$ cat src/rtl/mul_pkg.sv
// mul_pkg: shared widths, tag type and round-robin pick function for the multiplier scheduler
package mul_pkg;
    localparam int MUL_W       = 64;
    localparam int PROD_W      = 128;
    localparam int MUL_LAT_DEF = 2;
    localparam int MAX_REQ     = 16;
    localparam int TAG_ID_W    = 4;
    localparam int IDX_W       = TAG_ID_W + 1;

    typedef struct packed {
        logic                vld;
        logic [TAG_ID_W-1:0] id;
    } mul_tag_t;

    // First valid index at or after ptr, wrapping modulo n; returns ptr when nothing is valid
    function automatic logic [TAG_ID_W-1:0] rr_pick(input logic [MAX_REQ-1:0] valid,
                                                    input logic [TAG_ID_W-1:0] ptr,
                                                    input int n);
        logic [IDX_W-1:0] idx;
        logic found;
        rr_pick = ptr;
        found   = 1'b0;
        for (int i = 0; i < MAX_REQ; i++) begin
            idx = {1'b0, ptr} + IDX_W'(i);
            if (idx >= IDX_W'(n)) idx = idx - IDX_W'(n);
            if (i < n && !found && valid[idx[TAG_ID_W-1:0]]) begin
                rr_pick = idx[TAG_ID_W-1:0];
                found   = 1'b1;
            end
        end
    endfunction
endpackage

$ cat src/rtl/mul_rr_scheduler_if.sv
// mul_rr_scheduler_if: requester, multiplier and response signals of the shared multiplier scheduler
interface mul_rr_scheduler_if import mul_pkg::*; #(parameter int N_REQ = 4);
    localparam int ID_W = $clog2(N_REQ);
    logic [N_REQ-1:0]       req_valid_i;
    logic [N_REQ-1:0]       req_ready_o;
    logic [N_REQ*MUL_W-1:0] req_a_i;
    logic [N_REQ*MUL_W-1:0] req_b_i;
    logic [MUL_W-1:0]       mul_a_o;
    logic [MUL_W-1:0]       mul_b_o;
    logic [PROD_W-1:0]      mul_p_i;
    logic                   rsp_valid_o;
    logic                   rsp_ready_i;
    logic [ID_W-1:0]        rsp_id_o;
    logic [PROD_W-1:0]      rsp_data_o;

    modport master (
        output req_valid_i, req_a_i, req_b_i, mul_p_i, rsp_ready_i,
        input  req_ready_o, mul_a_o, mul_b_o, rsp_valid_o, rsp_id_o, rsp_data_o
    );

    modport slave (
        input  req_valid_i, req_a_i, req_b_i, mul_p_i, rsp_ready_i,
        output req_ready_o, mul_a_o, mul_b_o, rsp_valid_o, rsp_id_o, rsp_data_o
    );
endinterface

$ cat src/rtl/mul_rsp_fifo.sv
// mul_rsp_fifo: sync FIFO of {id, product} whose head is held in output registers
module mul_rsp_fifo import mul_pkg::*; #(
    parameter int ID_W  = 2,
    parameter int DEPTH = 4
) (
    input  logic              clk,
    input  logic              rst_n,
    input  logic              push,
    input  logic [ID_W-1:0]   push_id,
    input  logic [PROD_W-1:0] push_data,
    input  logic              pop,
    output logic              head_vld,
    output logic [ID_W-1:0]   head_id,
    output logic [PROD_W-1:0] head_data
);
    localparam int W  = ID_W + PROD_W;
    localparam int PW = DEPTH > 1 ? $clog2(DEPTH) : 1;

    logic [W-1:0]  mem [DEPTH];
    logic [PW-1:0] rd_ptr, wr_ptr;
    logic [PW:0]   cnt;
    logic          take, from_mem, bypass, to_mem;

    function automatic logic [PW-1:0] inc(input logic [PW-1:0] p);
        return (p == PW'(DEPTH - 1)) ? '0 : p + 1'b1;
    endfunction

    // Head reloads when empty or popped; an empty backing store lets a push go straight to the head
    always_comb begin
        take     = !head_vld || pop;
        from_mem = take && cnt != '0;
        bypass   = take && cnt == '0 && push;
        to_mem   = push && !bypass;
    end

    // Backing store write, no reset needed since cnt qualifies every entry
    always_ff @(posedge clk) begin
        if (to_mem) mem[wr_ptr] <= {push_id, push_data};
    end

    // Pointers, occupancy and registered head; id/data keep their last value when the FIFO drains
    always_ff @(posedge clk or negedge rst_n) begin
        if (!rst_n) begin
            rd_ptr    <= '0;
            wr_ptr    <= '0;
            cnt       <= '0;
            head_vld  <= 1'b0;
            head_id   <= '0;
            head_data <= '0;
        end else begin
            if (to_mem) wr_ptr <= inc(wr_ptr);
            if (from_mem) rd_ptr <= inc(rd_ptr);
            cnt <= cnt + (PW+1)'(to_mem) - (PW+1)'(from_mem);
            if (take) head_vld <= from_mem || bypass;
            if (from_mem) {head_id, head_data} <= mem[rd_ptr];
            else if (bypass) {head_id, head_data} <= {push_id, push_data};
        end
    end
endmodule

$ cat src/rtl/mul_rr_scheduler.sv
// mul_rr_scheduler: round-robin sharing of one pipelined multiplier with credit flow control; MUL_RR_PERF_CNT_EN adds issue/stall counters
module mul_rr_scheduler import mul_pkg::*; #(
    parameter int N_REQ     = 4,
    parameter int MUL_LAT   = MUL_LAT_DEF,
    parameter int RSP_DEPTH = 4
) (
    input  logic               clk,
    input  logic               rst_n,
    mul_rr_scheduler_if.slave  bus
`ifdef MUL_RR_PERF_CNT_EN
    ,
    output logic [31:0]        perf_issue_o,
    output logic [31:0]        perf_stall_o
`endif
);
    localparam int ID_W = $clog2(N_REQ);
    localparam int CW   = $clog2(RSP_DEPTH + 1);

    logic [ID_W-1:0]     rr_ptr, grant;
    logic [TAG_ID_W-1:0] pick;
    logic [CW-1:0]       credits;
    logic                hs, pop;
    mul_tag_t            tag [MUL_LAT];

    // Grant, handshake and operand mux; nothing is accepted while reset is asserted
    always_comb begin
        pick            = rr_pick(MAX_REQ'(bus.req_valid_i), TAG_ID_W'(rr_ptr), N_REQ);
        grant           = pick[ID_W-1:0];
        hs              = rst_n && |bus.req_valid_i && credits != '0;
        pop             = bus.rsp_valid_o && bus.rsp_ready_i;
        bus.req_ready_o = hs ? N_REQ'(1) << grant : '0;
        bus.mul_a_o     = hs ? bus.req_a_i[MUL_W*grant +: MUL_W] : '0;
        bus.mul_b_o     = hs ? bus.req_b_i[MUL_W*grant +: MUL_W] : '0;
    end

    // Round-robin pointer, free-slot credits and the tag pipe that tracks products through the multiplier
    always_ff @(posedge clk or negedge rst_n) begin
        if (!rst_n) begin
            rr_ptr  <= '0;
            credits <= CW'(RSP_DEPTH);
            for (int i = 0; i < MUL_LAT; i++) tag[i] <= '0;
        end else begin
            if (hs) rr_ptr <= (grant == ID_W'(N_REQ - 1)) ? '0 : grant + 1'b1;
            credits <= credits - CW'(hs) + CW'(pop);
            tag[0]  <= '{vld: hs, id: TAG_ID_W'(grant)};
            for (int i = 1; i < MUL_LAT; i++) tag[i] <= tag[i-1];
        end
    end

    mul_rsp_fifo #(.ID_W(ID_W), .DEPTH(RSP_DEPTH)) u_fifo (
        .clk       (clk),
        .rst_n     (rst_n),
        .push      (tag[MUL_LAT-1].vld),
        .push_id   (tag[MUL_LAT-1].id[ID_W-1:0]),
        .push_data (bus.mul_p_i),
        .pop       (pop),
        .head_vld  (bus.rsp_valid_o),
        .head_id   (bus.rsp_id_o),
        .head_data (bus.rsp_data_o)
    );

`ifdef MUL_RR_PERF_CNT_EN
    // Wrapping counters of handshakes and of cycles where requests wait on credits
    always_ff @(posedge clk or negedge rst_n) begin
        if (!rst_n) begin
            perf_issue_o <= '0;
            perf_stall_o <= '0;
        end else begin
            perf_issue_o <= perf_issue_o + 32'(hs);
            perf_stall_o <= perf_stall_o + 32'(|bus.req_valid_i && credits == '0);
        end
    end
`endif
endmodule
$ cat src/flat_wrapper.sv
// flat-port wrapper written by rule: the top's interface ports become plain ports
module mul_rr_scheduler_flat import mul_pkg::*;
#(
    parameter int N_REQ     = 4,
    parameter int MUL_LAT   = MUL_LAT_DEF,
    parameter int RSP_DEPTH = 4
)
  (clk, rst_n, bus_req_valid_i, bus_req_a_i, bus_req_b_i, bus_mul_p_i, bus_rsp_ready_i, bus_req_ready_o, bus_mul_a_o, bus_mul_b_o, bus_rsp_valid_o, bus_rsp_id_o, bus_rsp_data_o);
  mul_rr_scheduler_if #(.N_REQ(N_REQ)) bus_i ();
  input  logic clk;
  input  logic rst_n;
  input wire logic [$bits(bus_i.req_valid_i)-1:0] bus_req_valid_i;
  input wire logic [$bits(bus_i.req_a_i)-1:0] bus_req_a_i;
  input wire logic [$bits(bus_i.req_b_i)-1:0] bus_req_b_i;
  input wire logic [$bits(bus_i.mul_p_i)-1:0] bus_mul_p_i;
  input wire logic [$bits(bus_i.rsp_ready_i)-1:0] bus_rsp_ready_i;
  output wire logic [$bits(bus_i.req_ready_o)-1:0] bus_req_ready_o;
  output wire logic [$bits(bus_i.mul_a_o)-1:0] bus_mul_a_o;
  output wire logic [$bits(bus_i.mul_b_o)-1:0] bus_mul_b_o;
  output wire logic [$bits(bus_i.rsp_valid_o)-1:0] bus_rsp_valid_o;
  output wire logic [$bits(bus_i.rsp_id_o)-1:0] bus_rsp_id_o;
  output wire logic [$bits(bus_i.rsp_data_o)-1:0] bus_rsp_data_o;
  assign bus_i.req_valid_i = bus_req_valid_i;
  assign bus_i.req_a_i = bus_req_a_i;
  assign bus_i.req_b_i = bus_req_b_i;
  assign bus_i.mul_p_i = bus_mul_p_i;
  assign bus_i.rsp_ready_i = bus_rsp_ready_i;
  assign bus_req_ready_o = bus_i.req_ready_o;
  assign bus_mul_a_o = bus_i.mul_a_o;
  assign bus_mul_b_o = bus_i.mul_b_o;
  assign bus_rsp_valid_o = bus_i.rsp_valid_o;
  assign bus_rsp_id_o = bus_i.rsp_id_o;
  assign bus_rsp_data_o = bus_i.rsp_data_o;
  mul_rr_scheduler #(.N_REQ(N_REQ), .MUL_LAT(MUL_LAT), .RSP_DEPTH(RSP_DEPTH)) u_core (.clk(clk), .rst_n(rst_n), .bus(bus_i));
endmodule
$ cat config.mk
export PLATFORM = sky130hd
export DESIGN_NAME = mul_rr_scheduler_flat
export DESIGN_NICKNAME = d
export VERILOG_FILES = /design/src/rtl/mul_pkg.sv /design/src/rtl/mul_rr_scheduler_if.sv /design/src/rtl/mul_rsp_fifo.sv /design/src/rtl/mul_rr_scheduler.sv /design/src/flat_wrapper.sv
export SDC_FILE = /design/constraint.sdc
export NUM_CORES = 1
export LEC_CHECK = 0
export CORE_AREA = 2 2 353 355
export CTS_BUF_LIST = sky130_fd_sc_hd__clkbuf_4
export DETAILED_ROUTE_END_ITERATION = 10
export DIE_AREA = 0 0 355 357
export PLACE_DENSITY = 0.53
export SETUP_SLACK_MARGIN = 0.15
export SKIP_CTS_REPAIR_TIMING = 1
export SYNTH_ARGS = -nofsm -noshare
export SYNTH_HDL_FRONTEND = slang
export SYNTH_SLANG_ARGS = --single-unit
$ cat constraint.sdc
create_clock -name clk -period 3.94 [get_ports clk]
set_input_delay 0.394 -clock clk [delete_from_list [all_inputs] [get_ports clk]]
set_output_delay 0.394 -clock clk [all_outputs]
set_load 0.05 [all_outputs]
=== After elaboration in Yosys (flattened, before gate mapping) ===
Memories as Yosys holds them, arrays and structs flattened.
Cells that the tools add are included.

* Input port bits: 647
* Output and inout bits: 263
* Bits in writable memories: 520
* Bits in registers: 149
* Word-level logic and storage cells: 94
* Memories: 1

* Reduce and logical (&&, ||, !) cells: 22
* $lt $le $gt $ge: 8
* Mux-type cells: 31
* Shifts and indexed selects: 3
* Eq/ne operators: 3
* Add/sub/neg operators: 14

{| class="wikitable"
|+ Memory list
! name !! depth !! width !! read ports !! clocked after Yosys merged registers in !! wr ports !! line !! source
|-
| u_core.u_fifo.mem || 4 || 130 || 1 || 0 || 1 || mul_rsp_fifo.sv:19 || <nowiki>logic [W-1:0] mem [DEPTH];</nowiki>
|}

{| class="wikitable"
|+ Operators by type and width
! cell !! number
|-
| 256-bit by 9-bit variable part select with 64-bit output || 2
|-
| 128-bit two-way mux || 2
|-
| 64-bit two-way mux || 2
|-
| 4-bit by 5-bit < comparator with 1-bit output, second input constant || 4
|-
| 4-bit two-way mux || 5
|-
| 2-bit two-way mux || 9
|-
| 1-bit binary-select mux with 4-bit select || 4
|-
| 5-bit by 3-bit greater-or-equal comparator with 1-bit output, second input constant || 3
|-
| 4-bit by 3-bit subtractor with 4-bit output, second input constant || 3
|-
| 1-bit logical AND || 10
|-
| 1-bit two-way mux || 9
|-
| 2-bit by 1-bit adder with 2-bit output, second input constant || 3
|-
| 2-bit by 2-bit adder with 3-bit output, second input constant || 2
|-
| 3-bit by 1-bit adder with 3-bit output || 2
|-
| 2-bit == test, second input constant || 3
|-
| 3-bit nonzero test || 2
|-
| 3-bit by 1-bit subtractor with 3-bit output || 2
|-
| 1-bit logical NOT || 5
|-
| 4-bit OR reduction || 1
|-
| 1-bit by 2-bit << shifter with 4-bit output, first input constant || 1
|-
| 2-bit by 3-bit subtractor with 4-bit output, second input constant || 1
|-
| 2-bit by 1-bit adder with 3-bit output, second input constant || 1
|-
| 2-bit by 3-bit greater-or-equal comparator with 1-bit output, second input constant || 1
|-
| 3-bit logical NOT || 1
|-
| other kinds (2) || 3
|}

=== Depth between registers and ports, before layout ===
* Depth after elaboration: 16
* Mapped depth: 13
* Gate-level depth less buffers: 10

=== Modules after synthesis ===
From an unflattened synthesis, not the netlist that was laid out.

* Cells, all modules: 2,295
* Area total of the unflattened synthesis: 32,389.8 um^2

{| class="wikitable"
|+ Modules (own cells, without submodules)
! module !! times used !! area each (um^2) !! sequential area each (um^2) !! cells an instance
|-
| mul_rsp_fifo || 1 || 24,995.2 || 19,068.3 || 1,170
|-
| mul_rr_scheduler || 1 || 7,394.6 || 276.5 || 1,125
|}

=== Worst setup path after synthesis ===
Ideal clock, no wire load.

* Kind: reg-to-reg
* From: register u_core.u_fifo.head_vld
* To: memory u_core.u_fifo.mem[0][0] in the netlist's numbering, enable pin
* Data arrival time: 4.155 ns
* Cell stages (with the launch flop): 4
* Slack: -0.720 ns
* Period minus slack after synthesis: 4.660 ns
* Path buffers: 0
* Cells stage by stage: dfrtp_1 -> nor2b_1 -> o21a_1 -> and2_1

* Word-level cells in the longest chain between the ends: 8
* Elaborated cells on any way between the ends: 9

{| class="wikitable"
|+ RTL lines
! what !! line !! source
|-
| start, declared || mul_rsp_fifo.sv:12 || <nowiki>output logic head_vld,</nowiki>
|-
| start signal, assigned || mul_rsp_fifo.sv:54 || <nowiki>if (take) head_vld <= from_mem || bypass;</nowiki>
|-
| 1-bit logical NOT / 1-bit logical AND (equally long branches) || mul_rsp_fifo.sv:30, mul_rr_scheduler.sv:30 ||
|-
| 1-bit logical OR (*) || mul_rsp_fifo.sv:30 || <nowiki>take = !head_vld || pop;</nowiki>
|-
| 1-bit logical AND (*) (2 in a row) || mul_rsp_fifo.sv:32 || <nowiki>bypass = take && cnt == '0 && push;</nowiki>
|-
| 1-bit logical NOT (*) || mul_rsp_fifo.sv:33 || <nowiki>to_mem = push && !bypass;</nowiki>
|-
| 1-bit logical AND (*) || mul_rsp_fifo.sv:33 ||
|-
| 1-bit two-way mux (*) || mul_rsp_fifo.sv:38 || <nowiki>if (to_mem) mem[wr_ptr] <= {push_id, push_data};</nowiki>
|-
| 1-bit two-way mux (not written as such) (*) || mul_rsp_fifo.sv:38 ||
|-
| end, declared || mul_rsp_fifo.sv:19 ||
|}

Mark *: on every way between the ends. The rest lies on a longest branch, timed or not.

=== Worst setup path after layout ===
* From: register u_core.rr_ptr[1]
* To: output bus_mul_b_o[11]

* Word-level cells in the longest chain between the ends: 16
* Elaborated cells on any way between the ends: 38

{| class="wikitable"
|+ RTL lines
! what !! line !! source
|-
| start, declared || mul_rr_scheduler.sv:19 || <nowiki>logic [ID_W-1:0] rr_ptr, grant;</nowiki>
|-
| start signal, assigned || mul_rr_scheduler.sv:43 || <nowiki>if (hs) rr_ptr <= (grant == ID_W'(N_REQ - 1)) ? '0 : grant + 1'b1;</nowiki>
|-
| branches (longest 13 deep; another with 4-bit by 3-bit subtractor with 4-bit output) || -- ||
|-
| 2-bit two-way mux (*) || mul_pkg.sv:26 || <nowiki>if (i < n && !found && valid[idx[TAG_ID_W-1:0]]) begin</nowiki>
|-
| 256-bit by 9-bit variable part select with 64-bit output (*) || mul_rr_scheduler.sv:33 || <nowiki>bus.mul_b_o = hs ? bus.req_b_i[MUL_W*grant +: MUL_W] : '0;</nowiki>
|-
| 64-bit two-way mux (*) || mul_rr_scheduler.sv:33 ||
|-
| end, declared || flat_wrapper.sv:19 || <nowiki>output wire logic [$bits(bus_i.mul_b_o)-1:0] bus_mul_b_o;</nowiki>
|}

Every way passes the cells marked *. The select of a mux whose other input is x is not followed.

==> summary.md <==
The flow ran to the end, but the final reports show violations. The final reports fail on negative setup slack. For the post-route core utilization, the log shows 0.397. TritonCTS built the clock tree. After layout, the design draws a total of 51,700 µW. The number of library cell types mapped by synthesis is 49, and the number of pins with negative max-slew slack in the final report is 0. Hold timing on the final database bottoms out at a slack of 0.0871 ns.

For the leakage power, the log shows 0.0167 µW. In this run the mean area of a mapped cell was 13.2 µm². The finished cells cover 48,800 µm². For the number of routed nets with antenna violations, the log shows 0.

The initial standard-cell utilization of the core came out at 0.263. By startpoint and endpoint, the worst setup path is classified as flip-flop to output port. The synthesized design contains 520 enable-type register cells. The logs give 0.368 for the worst slew margin relative to its limit and 3 for the maximum count of clock buffers along a single path.

Among all flip-flop cells after synthesis, the most frequent one is sky130_fd_sc_hd__edfxtp_1. Counting every net in the synthesized netlist gives 3,104. The average detailed-routed wire length per instance came out at 28.9 µm. The minimum setup slack in the final design is -0.456 ns. The tools report the global-route total usage across every layer as 0.219. The commonest cells after synthesis are sky130_fd_sc_hd__edfxtp_1, sky130_fd_sc_hd__nand2_1, sky130_fd_sc_hd__nor4b_1.

The nature of the critical path startpoint is a flip-flop. The share of the cycle needed by the critical path after routing is 1.12. Setup slack on the worst reg-to-reg path comes out at 1.14 ns. In this run the core area contains 129 standard-cell rows. The proportion of synthesized area in mux cells was 0.133. Internal power: 26,400 µW. For the pin with the worst max-slew slack, the measured transition is 0.949 ns. The max-capacitance violation count came out at 0. The pre-antenna-repair detailed-routing pass consisted of 6 iterations. 910 I/O pins were placed. The worst hold path belongs to the class primary input to asynchronous set/reset pin. The total setup violations reported at the end of the flow was 132. STA puts the critical path data arrival time at 4.00 ns. Clock latency on the worst-skew pair, taken at its later pin, is 0.95 ns. Total congestion overflow: 0.

The number of global-route vias before repair came out at 26.6k. The worst path needs 4.40 ns of the cycle, external delays included. Across the VDD grid, the largest voltage drop is 1.06 mV. Measured in cells, the most critical reg-to-reg path has a length of 12. The die covers 127,000 µm². The average vias per placed instance was 5.12; the worst clock skew was 0.0502 ns. The tools report the relative contribution of sequential cells to total power as 0.200. The required time at the worst-slack endpoint is 3.55 ns. Setup repair after global routing could not meet its margin everywhere. Once placement finished, the instance area stood at 44,500 µm².

The pin count of the biggest net entering global routing is 138. Routability-driven placement finished with a final weighted congestion of 1.06. The post-CTS clock slew at the launch and capture registers of the worst setup and hold paths came out at 0.07 ns.

Derived from the worst setup path, the maximum achievable clock frequency is 227 MHz. Horizontal die dimension: 355 µm. The H-tree was split into 4 levels. Number of sinks driven by the clock tree: 669. Summed over all instances, the cell type with the most area after synthesis is sky130_fd_sc_hd__edfxtp_1.

The fraction of the mapped netlist area in compound gates is 0.0798. The first global-routing pass estimated 199,000 µm of wire. The net count of the finished layout is 4,153. The number of clock buffers added by TritonCTS is 158. Simple-gate area share of the yosys netlist: 0.142.

Synthesis inferred 669 register bits. The sequential element share of the synthesized area was 0.599; the number of failing hold endpoints at the final stage was 0. The share of power burned in the clock network is 0.112. The critical path goes through inv_4 > ha_4 > clkinvlp_4 > o2111ai_1 > nand3_2 > and3_4 > buf_4 > clkbuf_16 > nor4b_1 > a32oi_1 > buf_4. The number of input and output port buffers inserted is 909, and the post-synthesis share of cell area spent on xor and xnor gates is 0.00136. Among all stages on the critical path, the largest delay is contributed by sky130_fd_sc_hd__nor4b_1. The power spent charging and discharging nets is 25,300 µW. The top-area cell type share of the netlist area is 0.484. The portion of total power attributed to combinational logic is 0.688, and the async set or reset register ratio after synthesis is 0.223.

The area growth from synthesis to final layout works out to 51.2%. The floorplan step defined a core boundary enclosing 123,000 µm². The number of warnings issued by yosys was 0; the adder and majority gate portion of the synthesized area was 0.00783. The worst setup path is captured at an output port.

Clock tree synthesis selected as its root buffer the cell sky130_fd_sc_hd__clkbuf_4. In the synthesized netlist, the number of instances is 2,438. Ranked by total cell area, the synthesized netlist is headed by sky130_fd_sc_hd__edfxtp_1, sky130_fd_sc_hd__dfrtp_1, sky130_fd_sc_hd__mux4_2, sky130_fd_sc_hd__nor4b_1, sky130_fd_sc_hd__mux2i_1. For this run, the slowest stage of the critical path takes 0.62 ns. Adding up every negative setup slack in the final design gives -44.05 ns. The tools report the launch instance of the worst register-to-register path as u_core.rr_ptr[1].

In the routed design, unresolved DRC markers number 0. The fraction of power spent switching nets was 0.489. The most frequent cell after synthesis was sky130_fd_sc_hd__edfxtp_1.

The chip height works out to 357 µm. The layout cell share with drive strength beyond 1 came out at 0.243. Summing over every cut layer, the via total after detailed routing is 27.1k. The initial antenna violation count was 90.

Summed over all layers, the routed wires come to 153,000 µm. In this design, the critical path's most frequently occurring cell is sky130_fd_sc_hd__buf_4. After the first detailed-routing iteration, the DRC count stood at 2,544. After legalization and detailed placement, the total HPWL measured 106,000 µm. The tools report the summed instance area of the synthesized netlist as 32,300 µm². The main combinational cell family by area after synthesis was simple AND/OR/NAND/NOR gates.

The largest driver fanout on the critical path is 31, and the power density relative to cell area is 1060 nW/µm². The endpoint identified for the worst register-to-register timing path is u_core.rr_ptr[1].
[through the flow]
step                      cells  worst slack, ns
after floorplan            2438            0.455
after global placement     4891           -0.340
after detailed placement   4891           -0.363
after CTS                  5182            -1.32
after global routing       5289           -0.639
final                      5298           -0.456
[placed cells by master (no fill, tap or decap), types with 5 or more instances in the layout]
cell type	instances
sky130_fd_sc_hd__nand3_1	132
sky130_fd_sc_hd__and2_1	5
sky130_fd_sc_hd__dfrtp_1	145
sky130_fd_sc_hd__nor2_1	135
sky130_fd_sc_hd__or3_1	5
sky130_fd_sc_hd__a32oi_2	43
sky130_fd_sc_hd__edfxtp_1	520
sky130_fd_sc_hd__buf_16	8
sky130_fd_sc_hd__inv_1	12
sky130_fd_sc_hd__mux2i_1	130
sky130_fd_sc_hd__buf_12	105
sky130_fd_sc_hd__o21ai_0	98
sky130_fd_sc_hd__a21oi_1	131
sky130_fd_sc_hd__nand2_1	255
sky130_fd_sc_hd__mux4_2	130
sky130_fd_sc_hd__buf_4	187
sky130_fd_sc_hd__o21ai_1	29
sky130_fd_sc_hd__clkbuf_16	25
sky130_fd_sc_hd__clkinv_4	5
sky130_fd_sc_hd__clkinv_2	10
sky130_fd_sc_hd__buf_8	7
sky130_fd_sc_hd__nor4b_2	37
sky130_fd_sc_hd__clkdlybuf4s50_1	776
sky130_fd_sc_hd__diode_2	43
sky130_fd_sc_hd__nor4b_1	218
sky130_fd_sc_hd__buf_6	22
sky130_fd_sc_hd__clkinv_1	32
sky130_fd_sc_hd__ha_1	14
sky130_fd_sc_hd__clkbuf_4	235
sky130_fd_sc_hd__a32oi_1	83
sky130_fd_sc_hd__o21ai_2	6
[layer usage]
layer / vias up / GRT usage / share of wire
met2: 1324 / 0.347 / 0.47
met5: - / 0 / 0.0010
met3: 366 / 0.0656 / 0.082
met1: 13600 / 0.261 / 0.38
met4: 24 / 0.136 / 0.064
li1: 11900 / - / -
[worst max-delay path: cells and delay by family (launching register included)]
family / cells / cell delay, ns
AO/OA/AOI/OAI: 2 / 0.42
adder cells (fa/ha/maj): 1 / 0.30
buffers and inverters: 5 / 0.81
flip-flops: 1 / 0.42
AND/OR/NAND/NOR: 3 / 1.06
[power groups by stage]
stage / combinational (µW) / sequential, µW / clock (µW)
finish: 35600 / 10400 / 5790
global route: 36800 / 10500 / 6360
CTS: 32300 / 10400 / 6030
detailed placement: 32200 / 10500 / 0
global placement: 32300 / 10500 / 0
floorplan: 16400 / 12500 / 0
[worst max-delay path by stage]
| stage | startpoint | end | slack [ns] | cells past startpoint |
|---|---|---|---|---|
| finish | u_core.rr_ptr[1] | bus_mul_b_o[11] | -0.46 | 11 |
| global route | u_core.rr_ptr[1] | bus_mul_b_o[11] | -0.64 | 11 |
| CTS | u_core.rr_ptr[1] | bus_mul_a_o[55] | -1.32 | 12 |
| detailed placement | bus_req_valid_i[0] | bus_mul_a_o[55] | -0.36 | 10 |
| global placement | bus_req_valid_i[0] | bus_mul_a_o[23] | -0.34 | 10 |
| floorplan | u_core.rr_ptr[0] | bus_mul_a_o[18] | 0.46 | 12 |
[cells by family (layout without fill, tap and decap cells)]
family	Yosys count	in the layout
simple gates	812	812
xor+xnor	5	5
other cells	0	43
fa+ha+maj	19	19
flops	669	669
buf+inv	260	1440
compound gates	406	406
mux	267	267
[final cells by class]
| type | count | area (µm²) |
|---|---|---|
| Antenna cell | 43 | 108 |
| Clock buffer | 235 | 1760 |
| Clock inverter | 56 | 362 |
| Fill cell | 11900 | 74200 |
| Inverter | 16 | 71.3 |
| Multi-Input combinational cell | 1509 | 12600 |
| Sequential cell | 669 | 19400 |
| Tap cell | 1637 | 2050 |
| Timing Repair Buffer | 1133 | 12500 |
[flip-flops by register name (all words and copies together) (netlist names)]
signal and flops:
u_core.u_fifo.head_data 128, u_core.u_fifo.wr_ptr 2, u_core.tag 6, u_core.rr_ptr 2, u_core.u_fifo.rd_ptr 2, u_core.u_fifo.mem 520, u_core.u_fifo.cnt 3, u_core.u_fifo.head_id 2
u_core.u_fifo.head_vld 1, u_core.credits 3
(Power assumes the default switching activity.)
